[src/rtl/cpu_pkg.sv]
// Shared constants for the shift-add multiplier CPU: opcodes, operand sources,
// loader state encoding and the built-in multiply program.
package cpu_pkg;

  localparam logic [3:0] OP_CLEAR_LOAD  = 4'h0;
  localparam logic [3:0] OP_ADD_LOAD    = 4'h1;
  localparam logic [3:0] OP_ADD         = 4'h2;
  localparam logic [3:0] OP_SHIFT_RIGHT = 4'h3;
  localparam logic [3:0] OP_DISP        = 4'h4;
  localparam logic [3:0] OP_HALT        = 4'hF;

  localparam logic [1:0] SRC_NONE = 2'd0;
  localparam logic [1:0] SRC_A    = 2'd1;
  localparam logic [1:0] SRC_B    = 2'd2;
  localparam logic [1:0] SRC_IMM  = 2'd3;

  typedef enum logic [1:0] {
    LdIdle    = 2'd0,
    LdLoading = 2'd1,
    LdFull    = 2'd2
  } ld_state_e;

  // Opcode of the built-in multiply program at a given entry.
  function automatic logic [3:0] default_opcode(input int unsigned idx);
    logic [3:0] op;
    case (idx)
      0:       op = OP_CLEAR_LOAD;
      1:       op = OP_ADD_LOAD;
      2:       op = OP_ADD;
      3:       op = OP_SHIFT_RIGHT;
      4:       op = OP_DISP;
      default: op = OP_HALT;
    endcase
    return op;
  endfunction

  // Operand source of the built-in multiply program at a given entry.
  function automatic logic [1:0] default_src(input int unsigned idx);
    logic [1:0] src;
    case (idx)
      1:       src = SRC_A;
      2:       src = SRC_B;
      default: src = SRC_NONE;
    endcase
    return src;
  endfunction

endpackage

[src/rtl/instr_loader_fsm.sv]
// Sequential program loader: tracks the write pointer and full flag and
// produces the write strobe/address for the instruction array.
module instr_loader_fsm #(
  parameter int unsigned ADDR_W = 4,
  parameter int unsigned DEPTH  = 16
) (
  input  logic              clock,
  input  logic              reset,
  input  logic              load_start,
  input  logic              load_valid,
  output logic              wr_en,
  output logic [ADDR_W-1:0] wr_addr,
  output logic [ADDR_W:0]   load_ptr,
  output logic              load_full
);
  import cpu_pkg::*;

  localparam logic [ADDR_W:0] DepthW = (ADDR_W + 1)'(DEPTH);

  ld_state_e       state_q;
  logic [ADDR_W:0] base_ptr;
  logic [ADDR_W:0] ptr_inc;

  // A load_start restarts at entry 0 even when a word arrives on the same edge.
  always_comb begin
    base_ptr = load_start ? '0 : load_ptr;
    ptr_inc  = base_ptr + (ADDR_W + 1)'(1);
    wr_en    = load_valid && (load_start || (state_q == LdLoading));
    wr_addr  = base_ptr[ADDR_W-1:0];
  end

  // Loader state, pointer and full flag.
  always_ff @(posedge clock) begin
    if (reset) begin
      state_q   <= LdIdle;
      load_ptr  <= '0;
      load_full <= 1'b0;
    end else if (wr_en) begin
      load_ptr <= ptr_inc;
      if (ptr_inc == DepthW) begin
        state_q   <= LdFull;
        load_full <= 1'b1;
      end else begin
        state_q   <= LdLoading;
        load_full <= 1'b0;
      end
    end else if (load_start) begin
      state_q   <= LdLoading;
      load_ptr  <= '0;
      load_full <= 1'b0;
    end
  end

endmodule

[src/rtl/instr_rom_loadable.sv]
// Run-time loadable program memory: DEPTH entries of {opcode, src, imm},
// registered fetch with operand-source mux, reset to the built-in program.
module instr_rom_loadable #(
  parameter int unsigned DATA_W = 4,
  parameter int unsigned OP_W   = 4,
  parameter int unsigned ADDR_W = 4,
  parameter int unsigned DEPTH  = 16
) (
  input  logic                   clock,
  input  logic                   reset,
  input  logic                   fetch_en,
  input  logic [ADDR_W-1:0]      pc,
  input  logic [DATA_W-1:0]      op_a,
  input  logic [DATA_W-1:0]      op_b,
  output logic [OP_W-1:0]        opcode,
  output logic [DATA_W-1:0]      data,
  output logic                   valid,
  output logic                   pc_err,
  input  logic                   load_start,
  input  logic                   load_valid,
  input  logic [OP_W+2+DATA_W-1:0] load_word,
  output logic [ADDR_W:0]        load_ptr,
  output logic                   load_full
);
  import cpu_pkg::*;

  localparam int unsigned     WordW  = OP_W + 2 + DATA_W;
  localparam logic [ADDR_W:0] DepthW = (ADDR_W + 1)'(DEPTH);

  logic [OP_W-1:0]   mem_op  [DEPTH];
  logic [1:0]        mem_src [DEPTH];
  logic [DATA_W-1:0] mem_imm [DEPTH];

  logic              wr_en;
  logic [ADDR_W-1:0] wr_addr;
  logic [OP_W-1:0]   word_op;
  logic [1:0]        word_src;
  logic [DATA_W-1:0] word_imm;

  logic              in_range;
  logic [OP_W-1:0]   rd_op;
  logic [1:0]        rd_src;
  logic [DATA_W-1:0] rd_imm;

  instr_loader_fsm #(
    .ADDR_W(ADDR_W),
    .DEPTH (DEPTH)
  ) u_loader (
    .clock     (clock),
    .reset     (reset),
    .load_start(load_start),
    .load_valid(load_valid),
    .wr_en     (wr_en),
    .wr_addr   (wr_addr),
    .load_ptr  (load_ptr),
    .load_full (load_full)
  );

  // Split the incoming load word into its fields.
  always_comb begin
    word_op  = load_word[WordW-1 -: OP_W];
    word_src = load_word[DATA_W +: 2];
    word_imm = load_word[DATA_W-1:0];
  end

  // Instruction array: reset restores the built-in program, loader overwrites.
  always_ff @(posedge clock) begin
    for (int unsigned i = 0; i < DEPTH; i++) begin
      if (reset) begin
        mem_op[i]  <= OP_W'(default_opcode(i));
        mem_src[i] <= default_src(i);
        mem_imm[i] <= '0;
      end else if (wr_en && (wr_addr == ADDR_W'(i))) begin
        mem_op[i]  <= word_op;
        mem_src[i] <= word_src;
        mem_imm[i] <= word_imm;
      end
    end
  end

  // Read port; compare-select avoids indexing past DEPTH when pc is out of range.
  always_comb begin
    in_range = {1'b0, pc} < DepthW;
    rd_op    = '0;
    rd_src   = SRC_NONE;
    rd_imm   = '0;
    for (int unsigned i = 0; i < DEPTH; i++) begin
      if (pc == ADDR_W'(i)) begin
        rd_op  = mem_op[i];
        rd_src = mem_src[i];
        rd_imm = mem_imm[i];
      end
    end
  end

  // Fetch register: reads old array contents when a write hits the same entry.
  always_ff @(posedge clock) begin
    if (reset) begin
      opcode <= OP_W'(OP_HALT);
      data   <= '0;
      valid  <= 1'b0;
      pc_err <= 1'b0;
    end else if (fetch_en) begin
      valid  <= 1'b1;
      pc_err <= !in_range;
      if (in_range) begin
        opcode <= rd_op;
        case (rd_src)
          SRC_A:   data <= op_a;
          SRC_B:   data <= op_b;
          SRC_IMM: data <= rd_imm;
          default: data <= data;
        endcase
      end else begin
        opcode <= OP_W'(OP_HALT);
      end
    end else begin
      valid  <= 1'b0;
      pc_err <= 1'b0;
    end
  end

endmodule

[config.mk]
export PLATFORM = sky130hd
export DESIGN_NAME = instr_rom_loadable
export DESIGN_NICKNAME = d
export VERILOG_FILES = /design/src/rtl/cpu_pkg.sv /design/src/rtl/instr_loader_fsm.sv /design/src/rtl/instr_rom_loadable.sv
export SDC_FILE = /design/constraint.sdc
export NUM_CORES = 1
export LEC_CHECK = 0
export ABC_AREA = 1
export CORE_MARGIN = 4
export CORE_UTILIZATION = 30
export CTS_CLUSTER_SIZE = 10
export DETAILED_ROUTE_END_ITERATION = 10
export SLEW_MARGIN = 15
export SYNTH_ARGS = -nofsm -noshare
export SYNTH_HDL_FRONTEND = slang
export SYNTH_HIERARCHICAL = 1
export SYNTH_SLANG_ARGS = --single-unit
[constraint.sdc]
create_clock -name clock -period 2.44 [get_ports clock]
set_clock_uncertainty 0.05 [all_clocks]
set_input_delay 0.488 -clock clock [delete_from_list [all_inputs] [get_ports clock]]
set_output_delay 0.488 -clock clock [all_outputs]
set_load 0.005 [all_outputs]
==> run_results.csv <==
group,metric,value,unit
finish,nets,1029,
synthesis,async_flop_share,0,%
synthesis,synth-simple-area-share,27.08,%
route,drc,0,
cts,postCtsHoldBufs,0,
global_routing,grt_pass1_vias,6362,
cts,cts_tree,"done",
global_routing,grt_pass1_wl,33420,um
synthesis,synthDistinctLibCells,36,
floorplanning,rows,59,
setup_path,slowest_stage,"clkdlybuf4s50_1",
synthesis,ys_seq_area_share,63.90,%
setup_path,rr_startpoint,"mem_src[0][3]",
setup_path,crit_path_start,"load_start",
finish,drive_above_1_share,17.97,%
placement,gp_congestion,0.8579,
cts,clk_pin_slew,70,ps
timing,fin_crit_sh,91.16,%
timing,relSlewSlack,60.63,%
route,via_per_inst,4.583,
cts,cts_inserted_buffers,17,
route,vias,6178,
setup_path,cp.required,2680,ps
power_and_ir_drop,combPwrFrac,9.5,%
setup_path,path_class,"in -> reg",
placement,place_area,9739,um2
setup_path,cpLargestDelayFamily,"buffers and inverters",
floorplanning,pin_count,43,
setup_path,rr_endpoint,"data[1]",
power_and_ir_drop,p_int,5.313,mW
global_routing,grt_max_degree,21,
timing,period_minus_slack,2224,ps
route,antenna_left,0,
timing,rsz0062_at_grt,"false",
finish,stdcell_count,1348,
timing,final-hold-violation-count,0,
min_path,hp-start,"opcode[1]",
min_path,holdPathEnd,"opcode[1]",
power_and_ir_drop,p_sw_share,22.95,%
synthesis,synth_warnings,6,
floorplanning,die_x,171.5,um
floorplanning,dieArea,29410,um2
setup_path,cp.arrival,2460,ps
floorplanning,start_util,30.60,%
power_and_ir_drop,power_frac_clock,41.0,%
setup_path,cpPeakStageDelay,520,ps
setup_path,start_kind,"input port",
finish,fillers,2533,
setup_path,crit_cells,12,
power_and_ir_drop,fin_total_pwr,6.896,mW
floorplanning,die_h,171.5,um
route,drt-initial-drc-count,634,
synthesis,synth_compound_area_share,3.791,%
finish,stdcell_area,10410,um2
synthesis,synth_top_family_by_area,"simple AND/OR/NAND/NOR gates",
global_routing,antenna_found_initial,0,
floorplanning,core,26210,um2
min_path,hold_path_depth,2,
synthesis,avgSynthCellArea,9.402,um2
cts,cts_buffer_depth,2,
setup_path,path_cells,"clkdlybuf4s50_1, inv_2, nand2_2, nand2_1, nor2_4, inv_1, nor3_1, buf_4, nand2_1, nor2_2, inv_1, nor2_1",
setup_path,crit_buf_inv,5,
cts,worst_skew_pair.late_latency,430,ps
placement,dp_cells,1315,
power_and_ir_drop,peakVddDrop,0.3988,mV
synthesis,synth_edf_count,160,
route,firstDrtPassIters,5,
setup_path,reg2reg_depth,14,
power_and_ir_drop,switchingPower,1.583,mW
cts,clockRootBuffer,"clkbuf_16",
timing,fmax,0.4496,GHz
synthesis,ys_seq_elements,176,
run,max-cap-violations,0,
setup_path,cp_max_fo,8,
global_routing,groute.usage.overall,14.83,%
timing,worst_pin_slew,589.9,ps
power_and_ir_drop,p_seq_share,49.5,%
synthesis,synth_area,8020,um2
synthesis,syn-num-nets,882,
power_and_ir_drop,p_per_area,662.8,nW/um2
global_routing,overflow,0,
placement,portBuffers,41,
timing,final_max_slew_viol_count,0,
route,wl_per_cell,15.34,um
timing,setup_viol,0,
min_path,hp-class,"reg -> reg",
synthesis,synth_ff_type,"edfxtp_1",
cts,cts.sinks,176,
route,wl,20670,um
finish,num_antenna_cells,0,
synthesis,muxShareOfSynthArea,0.1248,%
placement,dp_hpwl,15540,um
setup_path,endpoint_kind,"register",
synthesis,synthCells,853,
synthesis,synthXorXnorAreaFrac,0,%
synthesis,synthAdderAreaFrac,0.3120,%
finish,area_growth,29.74,%
power_and_ir_drop,p_leak,4.003,nW
setup_path,r2r_slack,420,ps
timing,fin_tns_setup,0,ps
status,status,"completed",
cts,htree_levels,4,
[cell families after synthesis]
| logic type | Yosys count |
|---|---|
| buffers and inverters | 98 |
| AO/OA/AOI/OAI | 51 |
| multiplexers | 1 |
| other | 1 |
| adder cells (fa/ha/maj) | 2 |
| flip-flops | 176 |
| AND/OR/NAND/NOR | 524 |
[worst max path at each step]
stage                           endpoint  slack [ps]
after floorplan           mem_imm[0][24]         150
after global placement           data[3]        -640
after detailed placement         data[1]        -660
after CTS                        data[1]           3
after global routing             data[0]          20
final                      mem_op[0][10]         220
[state kept, by name (all words and copies together), names as in the netlist]
name                flops
u_loader/load_ptr       5
mem_op                 64
data                    4
u_loader/load_full      1
u_loader/state_q        1
opcode                  4
mem_src                32
mem_imm                64
valid                   1
[power groups by stage]
stage	Combinational [mW]	Clock [mW]	Sequential, mW
floorplan	0.301	0	3.47
global placement	0.646	0	3.47
detailed placement	0.652	0	3.48
CTS	0.655	2.86	3.41
global route	0.723	2.97	3.42
finish	0.655	2.83	3.41
[metrics by stage]
| stage | hold WS [ps] | worst slack [ps] | util (%) |
|---|---|---|---|
| finish | 431.3 | 215.8 | 39.70 |
| global route | 460.9 | 23.94 | 39.70 |
| CTS | 434.7 | 3.269 | 39.57 |
| detailed placement | 410.8 | -661.1 | 37.16 |
| global placement | 408.2 | -638.1 | 37.16 |
| floorplan | 413.8 | 152.4 | - |
[routing by layer]
| layer | GRT usage (%) | share of wire [%] |
|---|---|---|
| met1 | 18.79 | 44 |
| met3 | 2.620 | 4.1 |
| met2 | 24.80 | 48 |
| met5 | 0 | 0 |
| met4 | 6.683 | 3.3 |
[worst reg2reg max path, cell delays in order (launching register included)]
cell      delay (ps)
edfxtp_1         390
nand3_1          100
nand2_1           50
nor2_1           120
nand4_1          120
nand2_1          100
nand4_1           90
nand2_2          100
nand4_4          110
o21bai_4         260
buf_4            170
nand2_1           50
nand3_1           70
nor2_1            40
nor2_1           110
[Yosys cell counts (all sizes together), types with 4 or more instances]
cell    count  area share, %
edfxtp    160             60
or2         9           0.70
o21bai      5           0.61
clkbuf     16           0.75
nor3        4           0.25
inv        75            3.5
nand4      26            2.1
clkinv      5           0.25
o21ai      12           0.75
nand3      29            1.8
dfxtp      16            4.0
nor2      194            9.7
a21oi      30            2.1
nand2     258             12
[final cells by class]
type,count,area (um2),area share [%]
Clock buffer,19,452.9,4.353
Clock inverter,13,162.7,1.563
Inverter,80,302.8,2.910
Multi-Input combinational cell,579,2557,24.58
Sequential cell,176,5125,49.25
Tap cell,335,419.2,4.028
Timing Repair Buffer,146,1385,13.31
[cells in the final DEF, fill, tap and decap left out, drive strengths merged, types with 3 or more instances in the layout]
| master | count |
|---|---|
| nand2 | 258 |
| nor2 | 194 |
| edfxtp | 160 |
| buf | 105 |
| inv | 75 |
| clkdlybuf4s50 | 37 |
| a21oi | 30 |
| nand3 | 29 |
| nand4 | 26 |
| clkbuf | 20 |
| dfxtp | 16 |
| o21ai | 12 |
| clkinv | 12 |
| or2 | 9 |
| o21bai | 5 |
| nor3 | 4 |
| clkinvlp | 3 |
| bufinv | 3 |
[timing repair]
item	in CTS	in global routing
buffers inserted	0	1
resized for setup	8	11
pin swaps	0	2
setup endpoints to repair	5	16
Note: power is estimated with default switching activity, not from simulation.
